**config.mk**
```make
export PLATFORM = sky130hd
export DESIGN_NAME = div_unit
export DESIGN_NICKNAME = d
export VERILOG_FILES = /design/src/rtl/div_unit.sv
export SDC_FILE = /design/constraint.sdc
export NUM_CORES = 1
export LEC_CHECK = 0
export BUFFER_PORTS_ARGS = -buffer_cell sky130_fd_sc_hd__buf_2
export CAP_MARGIN = 30
export CORE_UTILIZATION = 55
export CTS_CLUSTER_SIZE = 10
export DETAILED_ROUTE_END_ITERATION = 16
export PLACE_DENSITY = 0.84
export SETUP_SLACK_MARGIN = 0.4
export SLEW_MARGIN = 20
export SYNTH_ARGS = -nofsm -noshare
export SYNTH_HDL_FRONTEND = slang
export SYNTH_SLANG_ARGS = --single-unit
```
**constraint.sdc**
```tcl
create_clock -name clock -period 9.69 [get_ports clock]
set_input_delay 1.938 -clock clock [delete_from_list [all_inputs] [get_ports clock]]
set_output_delay 1.938 -clock clock [all_outputs]
set_load 0.01 [all_outputs]
```
**src/rtl/div_unit.sv**
```systemverilog
// Iterative signed divider: one restoring step per clock on a remainder/quotient
// shift register, with sign fix-up, divide-by-zero flag and a one-cycle ready pulse.
module div_unit #(
    parameter int unsigned WIDTH = 32
) (
    input  logic             clock,
    input  logic             reset,
    input  logic             ctrl_DIV,
    input  logic [WIDTH-1:0] data_operandA,
    input  logic [WIDTH-1:0] data_operandB,
    output logic [WIDTH-1:0] data_result,
    output logic [WIDTH-1:0] data_remainder,
    output logic             data_exception,
    output logic             data_resultRDY
);

    typedef enum logic [1:0] {
        IDLE,
        RUN,
        FIX,
        DONE
    } state_t;

    localparam logic [5:0] LAST_STEP = 6'(WIDTH - 1);

    state_t           state;
    logic [WIDTH-1:0] rem_q;
    logic [WIDTH-1:0] quo_q;
    logic [WIDTH-1:0] div_mag;
    logic [5:0]       count;
    logic             sign_q;
    logic             sign_r;

    logic [WIDTH-1:0] mag_a;
    logic [WIDTH-1:0] mag_b;
    logic [WIDTH:0]   trial;

    always_comb begin
        mag_a = data_operandA[WIDTH-1] ? -data_operandA : data_operandA;
        mag_b = data_operandB[WIDTH-1] ? -data_operandB : data_operandB;
        trial = {rem_q, quo_q[WIDTH-1]} - {1'b0, div_mag};
    end

    // The remainder is kept at WIDTH bits: a non-negative trial is always below
    // the shifted value, so the top bit of the 33-bit remainder is never set.
    always_ff @(posedge clock or posedge reset) begin
        if (reset) begin
            state          <= IDLE;
            rem_q          <= '0;
            quo_q          <= '0;
            div_mag        <= '0;
            count          <= '0;
            sign_q         <= 1'b0;
            sign_r         <= 1'b0;
            data_result    <= '0;
            data_remainder <= '0;
            data_exception <= 1'b0;
            data_resultRDY <= 1'b0;
        end else begin
            data_resultRDY <= (state == DONE);
            if (ctrl_DIV) begin
                rem_q   <= '0;
                quo_q   <= mag_a;
                div_mag <= mag_b;
                count   <= '0;
                sign_q  <= data_operandA[WIDTH-1] ^ data_operandB[WIDTH-1];
                sign_r  <= data_operandA[WIDTH-1];
                if (data_operandB == '0) begin
                    data_result    <= '0;
                    data_remainder <= '0;
                    data_exception <= 1'b1;
                    state          <= DONE;
                end else begin
                    state <= RUN;
                end
            end else begin
                case (state)
                    RUN: begin
                        if (!trial[WIDTH]) begin
                            rem_q <= trial[WIDTH-1:0];
                            quo_q <= {quo_q[WIDTH-2:0], 1'b1};
                        end else begin
                            rem_q <= {rem_q[WIDTH-2:0], quo_q[WIDTH-1]};
                            quo_q <= {quo_q[WIDTH-2:0], 1'b0};
                        end
                        count <= count + 6'd1;
                        if (count == LAST_STEP) begin
                            state <= FIX;
                        end
                    end
                    FIX: begin
                        data_result    <= sign_q ? -quo_q : quo_q;
                        data_remainder <= sign_r ? -rem_q : rem_q;
                        data_exception <= 1'b0;
                        state          <= DONE;
                    end
                    DONE: begin
                        state <= IDLE;
                    end
                    default: begin
                        state <= IDLE;
                    end
                endcase
            end
        end
    end

endmodule

```
Word level (Yosys, flattened, before mapping)
Index checks and enable logic that the tools add are counted.
- logic and storage cells: 52
- register bits: 172
- input bits: 67
- multiplexer cells: 24
- bitwise logic cells: 1
- add/sub/neg operators: 6
- reduce and logical (&&, ||, !) cells: 4
- eq/ne operators: 6
- operators by type and width (operator ; count):
    $mux W32 ; 14
    $neg A32 Y32 ; 4
    $sub A33 B32 Y33 ; 1
    $logic_not A32 Y1 ; 1
    $mux W6 ; 2
    $add A6 B1 Y6 const B ; 1
    $eq A6 B5 Y1 const B ; 1
    $mux W2 ; 3
    $eq A2 B2 Y1 const B ; 2
    $mux W1 ; 4
    $pmux W2 S2 ; 1
    $reduce_bool A2 Y1 ; 2
    $ne A3 B3 Y1 const B ; 1
    $eq A2 B1 Y1 const B ; 1
    $ne A2 B1 Y1 const B ; 1
    $reduce_and A2 Y1 ; 1
    $xor A1 B1 Y1 ; 1

Logic depth before layout (Yosys ltp)
- depth after elaboration: 4
- depth in mapped cells: 14
- gate-level depth less buffers: 12

Worst setup path before layout
No wires, ideal clock.
- path type: input port to flip-flop
- from: input port data_operandA[8]
- to: register quo_q[28]
- setup time: 0.137 ns
- data required time: 9.553 ns
- stages on the path: 8
- slack: 5.491 ns
- data arrival time: 4.062 ns
- path through: or4_1 > or4_1 > or3_1 > nand2b_1 > nand2b_4 > o31ai_2 > xor2_1 > a21oi_1
- cells in the longest elaborated chain, start to end: 3
- ends and longest elaborated chain (what ; line ; RTL):
    start: declaration ; 9 ; input logic [WIDTH-1:0] data_operandA,
    $neg A32 Y32 ; 39 ; mag_a = data_operandA[WIDTH-1] ? -data_operandA : data_operandA;
    $mux W32 ; 39 ;
    $mux W32 ; 61 ; if (ctrl_DIV) begin
    end signal: assignment ; 63 ; quo_q <= mag_a;
    end signal: assignment ; 81 ; quo_q <= {quo_q[WIDTH-2:0], 1'b1};
    end signal: assignment ; 84 ; quo_q <= {quo_q[WIDTH-2:0], 1'b0};
    end: declaration ; 28 ; logic [WIDTH-1:0] quo_q;
Every way passes these cells.
A chain may end at the register's enable or synchronous reset.

Worst setup path in the final report
- from: input port data_operandB[8]
- to: register data_result[25]
- cells in the longest elaborated chain, start to end: 3
- ends and longest elaborated chain (what ; line ; RTL):
    start: declaration ; 10 ; input logic [WIDTH-1:0] data_operandB,
    $logic_not A32 Y1 ; 68 ; if (data_operandB == '0) begin
    $ne A2 B1 Y1 (no source line) ; - ;
    $reduce_and A2 Y1 (no source line) ; - ;
    end signal: assignment ; 92 ; data_result <= sign_q ? -quo_q : quo_q;
    end: declaration ; 11 ; output logic [WIDTH-1:0] data_result,
Every way passes these cells.

==> run summary <==
Die width -> 147 um
H-tree Lvls -> 4
Setup crit end kind -> flip-flop
CTS tree -> yes
CP peak stage delay -> 0.60 ns
Worst EP arrival -> 4.98 ns
Worst path most repeated cell -> nand2b_1
Min Hold Slack -> 0.485 ns
Placed insts -> 1643
Max Fclk -> 0.214 GHz
Clock transition at path regs -> 0.07 ns
CP max-delay cell -> or4_1
ANT cells -> 0
DRC -> 0
Vias in the first global route -> 9135
Top cells by count, synth -> dfrtp_1, nand2_1, xor2_1
Design Area, Final -> 13100 um^2
GR Overflow Total -> 0
Routed length on met2 -> 12300 um
TritonCTS Sinks -> 172
Final WL -> 27800 um
CP top delay family -> simple AND/OR/NAND/NOR gates
Rows -> 52
Asr flop ratio synth -> 100%
Nets@finish -> 1503
Core Util, Final -> 63.7%
HPWL Detailed -> 20000 um
Leak -> 6.09 nW
#FFs+latches synth -> 172
Critical R2R Launch -> quo_q[31]$_DFFE_PP0P_
GRT Total Usage -> 26.3%
Post-CTS Hold Buffers -> 0
Vias -> 9984
Max Cap Viol -> 0
Number of synthesized flops with an enable pin -> 0
Synth-to-Final Area Change -> 12.2%
Power Total -> 3.82 mW
Yosys top cell area share -> 37.0%
Routed len/inst -> 16.6 um
Clock Skew -> 0.0123 ns
Syn nets -> 1418
Synth area leaders -> dfrtp_1, xor2_1, nand2_1
Antenna Violating Nets Remaining -> 0
Synthesis Warnings -> 0
Sequential fraction of the synthesis area -> 37.0%
Clock Latency Late Sink -> 0.44 ns
Actual slew at the worst max-slew pin -> 0.860 ns
M1 wire length -> 13500 um
Kind of critical path -> in2reg
Avg Synthesized Cell Area -> 8.88 um^2
Unrepaired setup endpoints after global routing -> no
Power density cells -> 293 nW/um^2
Initial antenna violation count -> 0
Die area -> 21700 um^2
Predominant post-synthesis flop cell -> dfrtp_1
Drt first pass iters -> 5
Final Non-Filler Cells -> 1677
Crit-path cells -> buf_2 -> or4_1 -> nor4_2 -> nand4bb_1 -> nand2b_1 -> nand2b_1 -> nor4b_4 -> buf_4 -> a21oi_1 -> nand2_1 -> o21ai_1
Die H -> 147 um
Place WS -> 4.55 ns
Post-layout worst setup margin -> 5.01 ns
DP Area -> 12400 um^2
Clock root cell -> clkbuf_16
Clock buffer count from CTS -> 17
I/O Pins -> 133
Vias per cell -> 5.95
Hold Crit Class -> reg2reg
Initial Util -> 56.8%
1st-iter DRT viols -> 843
Final Slew Violations -> 0
Max_slew headroom -> 42.7%
Crit. Startpoint -> data_operandB[8]
Endpoints failing hold -> 0
Share of cells above drive strength 1 -> 15.4%
Port Buffers -> 132
CTS max path bufs -> 2
Global-route wire length before repair -> 46000 um
CP Max Fanout -> 56
CP bufs+invs -> 2
Worst vdd ir -> 0.164 mV
Final TNS setup -> 0 ns
Yosys cell types -> 77
Post-CTS Setup Bufs -> 0
PostCTS Resize Cnt -> 0
Highest metal used -> met4
Core area -> 20500 um^2
Final Setup Violations -> 0
Met3 Wirelength -> 1710 um
RD Place Congestion -> 0.957
Most frequent cell after synthesis -> dfrtp_1
Synthesized cell area -> 11600 um^2
Status -> finished clean
Final period util -> 48.3%
Required time worst endpoint -> 9.99 ns
Synthesized instance count -> 1310
Synth area leader -> dfrtp_1
Worst Min Path Start -> data_exception$_DFFE_PP0P_
Largest net degree at the start of global routing -> 95
Tmin final -> 4.68 ns
Critical path launch point type -> input pin
[cells in the final DEF (no fill, tap or decap), types with 6 or more instances in the layout]
cell type,n
nand3_1,13
a21oi_1,74
a21o_1,18
a211oi_1,35
xor2_1,103
o21ai_0,62
nor4_1,8
nand2b_1,13
buf_2,131
ha_1,39
mux2i_1,56
o21ai_1,32
nor3_1,7
clkbuf_16,17
nor2b_1,16
inv_6,6
buf_4,7
dfrtp_1,172
o31ai_1,29
inv_1,52
or3_4,6
xnor2_1,47
o41ai_1,20
nor2_1,96
a31oi_1,6
o22ai_1,56
nand2_1,160
or4_1,14
and3_1,6
nand4_1,9
or3_1,10
[worst reg2reg max path, stage by stage (launching register included)]
cell and delay [ns]:
dfrtp_1 0.38, inv_1 0.10, ha_1 0.24, fa_1 0.38, nand2b_1 0.19, a21oi_1 0.25, o21ai_1 0.20, a2111oi_4 0.40
o21ai_2 0.13, a221oi_4 0.27, buf_4 0.50, o21ai_0 0.19, a31oi_1 0.20, nor3_1 0.07
[flip-flops by register name, summed over array words and instances, names as in the netlist]
register,count
quo_q,32
div_mag,32
rem_q,32
data_resultRDY,1
data_remainder,32
data_result,32
data_exception,1
sign_q,1
sign_r,1
count,6
state,2
[layer usage]
layer	up-vias	GRT usage (%)
li1	4868	-
met1	4763	40.1
met2	321	38.7
met3	32	4.57
met4	0	6.44
met5	-	0
[path summary, 6_finish.rpt]
path	end	slack (ns)	depth (start not counted)
max reg2reg	rem_q[30]$_DFFE_PP0P_	6.03	13
max in group asynchronous	rem_q[4]$_DFFE_PP0P_	6.77	4
min reg2reg	data_exception$_DFFE_PP0P_	0.48	1
min in group asynchronous	data_result[11]$_DFFE_PP0P_	1.63	2
min	data_exception$_DFFE_PP0P_	0.48	1
max	data_result[25]$_DFFE_PP0P_	5.01	11
[layout make-up]
| class | instances | area, um^2 |
|---|---|---|
| clock buffer | 17 | 425 |
| clock inverter | 14 | 176 |
| fill | 1626 | 7440 |
| inverter | 55 | 211 |
| multi-input combinational | 1007 | 6810 |
| sequential | 172 | 4300 |
| tap | 270 | 338 |
| timing repair buffer | 142 | 786 |
[power breakdown]
group,internal [mW],switching (mW)
clock network,0.390,0.313
logic,0.797,1.05
registers,0.957,0.312
total,2.14,1.68
[cell families after synthesis]
group | synth area share [%]
simple gates | 16.8
compound gates | 20.7
flops | 37.0
xor+xnor | 11.3
buf+inv | 4.77
mux | 5.01
fa+ha+maj | 4.47
(Power assumes the default switching activity.)
